`config.mk`:
```
export PLATFORM = sky130hd
export DESIGN_NAME = ram_arbiter
export DESIGN_NICKNAME = d
export VERILOG_FILES = /design/src/rtl/ram_arbiter.sv
export SDC_FILE = /design/constraint.sdc
export NUM_CORES = 1
export LEC_CHECK = 0
export BUFFER_PORTS_ARGS = -buffer_cell sky130_fd_sc_hd__buf_2
export CORE_MARGIN = 2
export CORE_UTILIZATION = 36
export CTS_CLUSTER_SIZE = 14
export DETAILED_ROUTE_END_ITERATION = 8
export PLACE_DENSITY_LB_ADDON = 0.15
export SETUP_SLACK_MARGIN = 0.2
export SYNTH_ARGS = -nofsm -noshare
export SYNTH_HDL_FRONTEND = slang
export SYNTH_SLANG_ARGS = --single-unit
```
`constraint.sdc`:
```
create_clock -name clk -period 2.8 [get_ports clk]
set_clock_uncertainty 0.2 [all_clocks]
set_input_delay 0.56 -clock clk [delete_from_list [all_inputs] [get_ports clk]]
set_output_delay 0.56 -clock clk [all_outputs]
set_load 0.02 [all_outputs]
```
`src/rtl/ram_arbiter.sv`:
```
// Shares the single-port main RAM between the CPU and a secondary bus master.
// The secondary master borrows RAM cycles between CPU enables, outside a guard window.
module ram_arbiter #(
    parameter int ADDR_WIDTH = 15,
    parameter int DATA_WIDTH = 8,
    parameter int CLK_DIV    = 25,
    parameter int GUARD      = 3
) (
    input  logic                  clk,
    input  logic                  rst,
    input  logic                  cpu_clk_enable,
    input  logic                  cpu_ram_cs,
    input  logic                  cpu_we,
    input  logic [ADDR_WIDTH-1:0] cpu_addr,
    input  logic [DATA_WIDTH-1:0] cpu_wdata,
    output logic [DATA_WIDTH-1:0] cpu_rdata,
    input  logic                  dma_req,
    input  logic                  dma_we,
    input  logic [ADDR_WIDTH-1:0] dma_addr,
    input  logic [DATA_WIDTH-1:0] dma_wdata,
    output logic                  dma_gnt,
    output logic                  dma_rvalid,
    output logic [DATA_WIDTH-1:0] dma_rdata,
    output logic                  ram_we,
    output logic [ADDR_WIDTH-1:0] ram_addr,
    output logic [DATA_WIDTH-1:0] ram_wdata,
    input  logic [DATA_WIDTH-1:0] ram_rdata
);
    localparam int PW = (CLK_DIV > 1) ? $clog2(CLK_DIV) : 1;
    localparam logic [PW-1:0] P_MAX  = PW'(CLK_DIV - 1);
    localparam logic [PW-1:0] P_LAST = PW'(CLK_DIV - 1 - GUARD);

    logic [PW-1:0]         p_reg;
    logic                  synced_reg;
    logic                  own_cpu_q;
    logic                  rvalid_reg;
    logic [DATA_WIDTH-1:0] hold_reg;
    logic                  gnt;

    // The enable cycle always belongs to the CPU, even when it arrives off-phase.
    assign gnt = !rst && dma_req && synced_reg && !cpu_clk_enable && (p_reg <= P_LAST);

    always_ff @(posedge clk) begin
        if (rst) begin
            p_reg      <= '0;
            synced_reg <= 1'b0;
            own_cpu_q  <= 1'b1;
            rvalid_reg <= 1'b0;
            hold_reg   <= '0;
        end else begin
            if (cpu_clk_enable) begin
                p_reg      <= '0;
                synced_reg <= 1'b1;
            end else if (p_reg != P_MAX) begin
                p_reg <= p_reg + 1'b1;
            end
            own_cpu_q  <= !gnt;
            rvalid_reg <= gnt && !dma_we;
            // Capture whatever the CPU's own address produced so DMA cycles can't disturb it.
            if (own_cpu_q) begin
                hold_reg <= ram_rdata;
            end
        end
    end

    assign dma_gnt    = gnt;
    assign dma_rvalid = rvalid_reg && !rst;
    assign dma_rdata  = ram_rdata;
    assign ram_we     = gnt ? dma_we : (!rst && cpu_clk_enable && cpu_ram_cs && cpu_we);
    assign ram_addr   = gnt ? dma_addr  : cpu_addr;
    assign ram_wdata  = gnt ? dma_wdata : cpu_wdata;
    assign cpu_rdata  = own_cpu_q ? ram_rdata : hold_reg;

endmodule

```
== Word level (Yosys, flattened, before mapping) ==
Cells that the tools add are included.

* Add/subtract/negate cells: 1
* Multipliers: 0
* Div/mod/pow operators: 0
* Magnitude comparators: 1
* Equality and inequality tests: 1
* Shift-type cells: 0
* Muxes and demuxes: 4
* Bitwise gates (word level): 0
* Reductions and logical operators: 14

{| class="wikitable"
|+ Operators with widths
! cell !! count
|-
| $mux 8 || 2
|-
| $mux 15 || 1
|-
| $logic_and 1x1->1 || 9
|-
| $add 5x1->5 const B || 1
|-
| $le 5x5->1 const B || 1
|-
| $ne 5x5->1 const B || 1
|-
| $logic_not 1->1 || 4
|-
| $reduce_or 2->1 || 1
|-
| $mux 1 || 1
|}

* Bits in registers: 16
* Latch bits: 0
* Memory bits (writable): 0
* Memory bits (read-only): 0
* Memories: 0

== Logic depth before layout (Yosys ltp) ==
Gate-level depths: netlist (run 1).

* Word-level depth: 6
* Depth in mapped cells: 6
* Mapped depth without buffers: 6

== Worst setup path before layout (run 1) ==
Ideal clock, no wire load.

* Kind: input-to-output
* Start point: input port cpu_clk_enable
* End point: output port ram_wdata[1]
* Arrival time: 1887 ps
* Path slack: 153 ps
* Stages: 5
* Cell sequence: or2_1 > buf_6 > nor3_4 > buf_6 > mux2_1

* Word-level cells in the longest chain between the ends: 4

{| class="wikitable"
|+ Ends and longest elaborated chain
! element !! RTL line !! text
|-
| start: declaration || 11 || <nowiki>input logic cpu_clk_enable,</nowiki>
|-
| $logic_not 1->1 || 41 || <nowiki>assign gnt = !rst && dma_req && synced_reg && !cpu_clk_enable && (p_reg <= P_LAST);</nowiki>
|-
| $logic_and 1x1->1 (2 in series) || 41 ||
|-
| net dma_gnt || 21 || <nowiki>output logic dma_gnt,</nowiki>
|-
| $mux 8 || 71 || <nowiki>assign ram_wdata = gnt ? dma_wdata : cpu_wdata;</nowiki>
|-
| end: declaration || 26 || <nowiki>output logic [DATA_WIDTH-1:0] ram_wdata,</nowiki>
|}

The timed path passes the listed nets, and every way through them passes these cells.

== Worst setup path in the final report (run 1) ==
* Start point: input port cpu_clk_enable
* End point: output port ram_addr[2]

* Word-level cells in the longest chain between the ends: 4

{| class="wikitable"
|+ Ends and longest elaborated chain
! element !! RTL line !! text
|-
| $logic_not 1->1 || 41 ||
|-
| $logic_and 1x1->1 (2 in series) || 41 ||
|-
| $mux 15 || 70 || <nowiki>assign ram_addr = gnt ? dma_addr : cpu_addr;</nowiki>
|-
| end: declaration || 25 || <nowiki>output logic [ADDR_WIDTH-1:0] ram_addr,</nowiki>
|}

No other way between the ends.

==> out/qor.txt, run 1 <==
Status: completed
Critical path data arrival time: 1870 ps
Type of origin of the critical path: input pin
Overall Global Routing Usage: 0.1458
Die area: 0.003428 mm2
Max-Cap Viols: 0
Core Area: 0.002781 mm2
Vias in the first global route: 925
P_leak: 0.8692 nW
Area delta synth->final: 56.54%
Distinct cells, synth: 21
TritonCTS clock tree: built
Vias after detailed routing: 1075
Share of layout cells above drive strength 1: 0.7437
TritonCTS buffer count: 3
Final setup viols: 0
Post-Syn Area: 0.001071 mm2
CP Capture Type: primary output
Largest net degree at the start of global routing: 15
Post-Syn Instances: 101
Max IR drop VDD: 0.3189 mV
Number of antenna diodes: 0
Initial Util: 0.3851
Via-to-Cell Ratio: 4.674
Crit Path Class: input pin to primary output
Register area share after synthesis: 0.2991
Pre-antenna DRT Iters: 5
CP max FO: 7
Syn_area_per_cell: 10.60 um2
RSZ-0062 raised after global routing: true
Die Span Y: 58.55 um
Placement Cell Area: 0.001541 mm2
Final cell count without fillers: 230
CTS Buffer Depth: 2
Final nets: 264
H-tree depth: 1
Max reg flops: 8
WP data required: 2040 ps
DP Wirelength: 2294 um
Setup TNS: 0 ps
Clk sink count: 16
Final hold violation count: 0
Most common cell after layout, fill and taps aside: buf_2
Placed Cells: 224
GRT Residual Overflow: 0
Final max-slew violation count: 0
Tcrit/Tclk final: 0.9409
DRC: 0
Port bufs: 102
Initial DRC Count: 17
# fillers: 244
First-pass GRT wire length: 3864 um
Fin area: 0.001677 mm2
Reg clk slew, reported paths: 90 ps
Commonest cells after routing, fill and taps aside: buf_2 (95), mux2_4 (16), mux2_2 (15)
Hold_buf cts: 0
Clk_lat worst skew: 290 ps
CTS root buf: clkbuf_4
Actual slew at the worst max-slew pin: 363.4 ps
Average routed wire per standard cell: 12.71 um
I/O pins: 103
GPL Wtd Cong: 0.7417
Fin crit period: 2635 ps
Ys Warns: 0
Initial antenna violation count: 0
Relative slew slack: 0.7574
Num rows: 19
Worst Hold Class: input pin to flop
Width of the die: 58.55 um
Post-Syn Nets: 165
DRT Wirelength: 2923 um
Power Dens Cells: 352.0 mW/mm2
Fmax: 0.3796 GHz
#FFs+latches synth: 16
Antenna Nets Post-Route: 0
final timing paths:
check	slack (ps)	depth (start not counted)	to	from
worst max-delay path	170	6	ram_addr[2]	cpu_clk_enable
worst min-delay path	230	2	rvalid_reg	dma_we
worst max register to register	1340	5	rvalid_reg	p_reg[0]
worst min register to register	300	2	synced_reg	synced_reg
what timing repair did:
item | CTS | global route
gates cloned | 0 | 1
pin swaps | 0 | 2
resized for setup | 4 | 25
setup buffers | 0 | 1
setup endpoints to repair | 23 | 24
synthesized netlist by cell type:
master    instances  share of area
xnor2_1           1         0.0082
mux2_1            6          0.063
nor2_1            9          0.032
nor3_4            1          0.015
nand2_1           2         0.0070
o211ai_1          1         0.0070
clkbuf_1          2         0.0070
nand3_1           3          0.014
buf_6             3          0.032
xor2_1            3          0.025
dfxtp_1          16           0.30
or2_1             1         0.0058
a21oi_1           1         0.0047
nor2b_1          11          0.064
buf_4             8          0.056
mux2_2           15           0.16
inv_1             3          0.011
ha_1              3          0.035
nand4b_1          1         0.0082
mux2_4           10           0.14
a32o_1            1         0.0093
critical path: stages:
cell and delay [ps]:
buf_6 90, or2_4 270, nor3_4 250, buf_4 200
mux2_2 340, buf_2 160
stage by stage:
| step | worst slack, ps | hold slack [ps] | power, W | util |
|---|---|---|---|---|
| floorplan | 220.2 | 237.6 | 0.0003588 | - |
| global placement | 175.2 | 276.8 | 0.0004244 | 0.5542 |
| detailed placement | 157.4 | 284.8 | 0.0004269 | 0.5542 |
| CTS | 170.2 | 211.8 | 0.0005830 | 0.5713 |
| global route | 108.8 | 214.4 | 0.0006252 | 0.6028 |
| finish | 165.4 | 227.1 | 0.0005901 | 0.6028 |
where the power goes:
group	total [W]	internal, W	switching [W]	leakage, nW
Clock	0.000152	0.0000793	0.0000729	0.0210
Sequential	0.000242	0.000237	0.00000481	0.133
Combinational	0.000196	0.000103	0.0000938	0.715
cell families after synthesis:
kind of cell	Yosys count	share of synthesized area
compound gates	3	0.02103
xor+xnor	4	0.03272
fa+ha+maj	3	0.03505
buf+inv	16	0.1051
flops	16	0.2991
mux	31	0.3610
simple gates	28	0.1460
per-layer routing:
layer	track usage	wire length [um]	vias to the layer above
met2	0.2665	1615	49
met5	0	0	-
met4	0.04651	34	0
met3	0.04615	215	7
met1	0.1583	1057	490
li1	-	-	529
final cells by class:
| type | instances | area, um2 | share of cell area |
|---|---|---|---|
| inverter | 3 | 11.26 | 0.006716 |
| clock buffer | 4 | 36.28 | 0.02164 |
| sequential | 16 | 325.3 | 0.1940 |
| tap | 31 | 38.79 | 0.02313 |
| timing repair buffer | 107 | 599.3 | 0.3575 |
| multi-input combinational | 69 | 665.6 | 0.3970 |
(Power assumes the default switching activity.)
==> run 2: changes to the inputs <==
--- a/config.mk
+++ b/config.mk
@@ -7,7 +7,8 @@
 export LEC_CHECK = 0
 export BUFFER_PORTS_ARGS = -buffer_cell sky130_fd_sc_hd__buf_2
 export CORE_MARGIN = 2
-export CORE_UTILIZATION = 36
+export CORE_UTILIZATION = 37
+export CTS_BUF_LIST = sky130_fd_sc_hd__clkbuf_4 sky130_fd_sc_hd__clkbuf_8
 export CTS_CLUSTER_SIZE = 14
 export DETAILED_ROUTE_END_ITERATION = 8
 export PLACE_DENSITY_LB_ADDON = 0.15
@@ -15,3 +16,4 @@
 export SYNTH_ARGS = -nofsm -noshare
 export SYNTH_HDL_FRONTEND = slang
 export SYNTH_SLANG_ARGS = --single-unit
+export TNS_END_PERCENT = 10
==> run 2 against run 1 <==
Compared with the run above:
- global-route usage grew 2.7 points
- largest power group unchanged
- cell count grew 2.6%
- utilization grew 6.6 points
- sequential power is essentially flat
- register-to-register slack lost 190 ps
- critical path depth grew 1
- wire length grew 21%
- setup slack lost 20 ps
- hold slack gained 7.3 ps
- clock power is essentially flat
- largest cell class is now buffers
- non-clock buffer count grew 6
- die area shrank 2.5%
==> out/qor.txt, run 2 (same netlist as run 1, synthesis figures left out) <==
Max-Cap Viols: 0
Fmax: 0.3767 GHz
CP max FO: 7
Hold_ws: 234.4 ps
Worst Hold Class: input pin to flop
Hold Path Depth: 2
DRT Wirelength: 3526 um
Largest net degree at the start of global routing: 15
CTS root buf: clkbuf_4
CP Capture Type: primary output
RSZ-0062 raised after global routing: true
I/O pins: 103
Core Area: 0.002758 mm2
Final nets: 270
CP max stage cell: mux2_4
Top sig layer: met4
Vias after detailed routing: 1092
Number of antenna diodes: 0
Setup WS pre-CTS: 123.6 ps
Most used cell, CP: buf_6
Type of origin of the critical path: input pin
Final max-slew violation count: 0
Share of layout cells above drive strength 1: 0.7512
Crit Path Class: input pin to primary output
Area delta synth->final: 72.31%
First-pass GRT wire length: 4450 um
GRT Residual Overflow: 0
Average routed wire per standard cell: 14.94 um
Placed Cells: 223
Relative slew slack: 0.7604
Final worst slack: 145.2 ps
GPL Wtd Cong: 0.7004
Initial DRC Count: 27
H-tree depth: 1
Met3 WL: 195 um
Worst path cell trace: buf_2 -> or2_4 -> nor3_4 -> buf_6 -> clkbuf_16 -> mux2_4 -> buf_6
Max reg flops: 8
Die area: 0.003341 mm2
Final setup viols: 0
Port bufs: 102
Power Dens Cells: 334.6 mW/mm2
Fin crit period: 2655 ps
Via-to-Cell Ratio: 4.627
Initial antenna violation count: 0
Clk sink count: 16
Most common cell after layout, fill and taps aside: buf_2
Width of the die: 57.80 um
Vias in the first global route: 1020
Commonest cells after routing, fill and taps aside: buf_2 (85), mux2_4 (23), buf_6 (15)
P_leak: 0.9538 nW
Overall Global Routing Usage: 0.1729
WP data required: 2040 ps
DP Wirelength: 2416 um
Num rows: 19
Setup TNS: 0 ps
Metal1 wirelength: 1249 um
Initial Util: 0.3884
Status: completed
TritonCTS clock tree: built
Critical path data arrival time: 1890 ps
Final hold violation count: 0
Reg clk slew, reported paths: 90 ps
TritonCTS buffer count: 3
Pre-antenna DRT Iters: 4
DRC: 0
Actual slew at the worst max-slew pin: 358.9 ps
Max IR drop VDD: 0.4681 mV
Tcrit/Tclk final: 0.9482
Cells on worst reg2reg path: 8
CTS Buffer Depth: 2
Antenna Nets Post-Route: 0
Die Span Y: 57.80 um
Final cell count without fillers: 236
CP max stage delay: 310 ps
Metal2 WL: 2036 um
Clk_lat worst skew: 290 ps
run 2: cell count changes in the layout (fill, tap and decap cells not counted):
cell / delta
buf_2: -10
buf_4: +7
mux2_2: -7
mux2_4: +7
buf_6: +6
buf_12: +1
buf_16: +1
clkbuf_16: +1
run 2: final timing paths:
path                        from      endpoint  slack, ps
hold reg to reg       synced_reg    synced_reg        290
setup reg to reg        p_reg[1]    rvalid_reg       1150
hold / removal            dma_we    rvalid_reg        230
setup / recovery  cpu_clk_enable  ram_wdata[1]        150
run 2: timing repair:
| item | CTS | global route |
|---|---|---|
| endpoints found under the hold margin | 0 | 0 |
| resized for setup | 8 | 43 |
| hold buffers | 0 | 0 |
| pin swaps | 2 | 3 |
| buffers inserted | 4 | 3 |
| cloned | 1 | 1 |
| endpoints found under the setup margin | 23 | 23 |
run 2: power breakdown:
part / internal [W] / switching (W)
clock network: 0.0000792 / 0.0000736
registers: 0.000237 / 0.00000449
logic: 0.000122 / 0.000102
run 2: final cells by class:
cell class / count / area (um2)
clock buffers: 4 / 36.28
fillers: 223 / 912.1
inverters: 3 / 11.26
multi-input cells: 69 / 691.9
flip-flops and latches: 16 / 325.3
well taps: 31 / 38.79
repair buffers: 113 / 742.0
run 2: stage by stage:
stage / utilization / total power (W) / instance area, um2
2_1_floorplan: - / 0.0003577 / 1071
3_3_place_gp: 0.5608 / 0.0004235 / 1546
3_5_place_dp: 0.5608 / 0.0004275 / 1546
4_1_cts: 0.5998 / 0.0005864 / 1654
5_1_grt: 0.6692 / 0.0006468 / 1846
6_report: 0.6692 / 0.0006175 / 1846
run 2: critical path, delay by kind of cell:
family | cells | cell delay (ps)
buffers and inverters | 4 | 540
muxes | 1 | 310
and+or+nand+nor | 2 | 470
run 2: routing by layer:
metal | global-route usage | vias up
li1 | - | 544
met1 | 0.1729 | 504
met2 | 0.3425 | 38
met3 | 0.05357 | 6
met4 | 0.03987 | 0
met5 | 0 | -
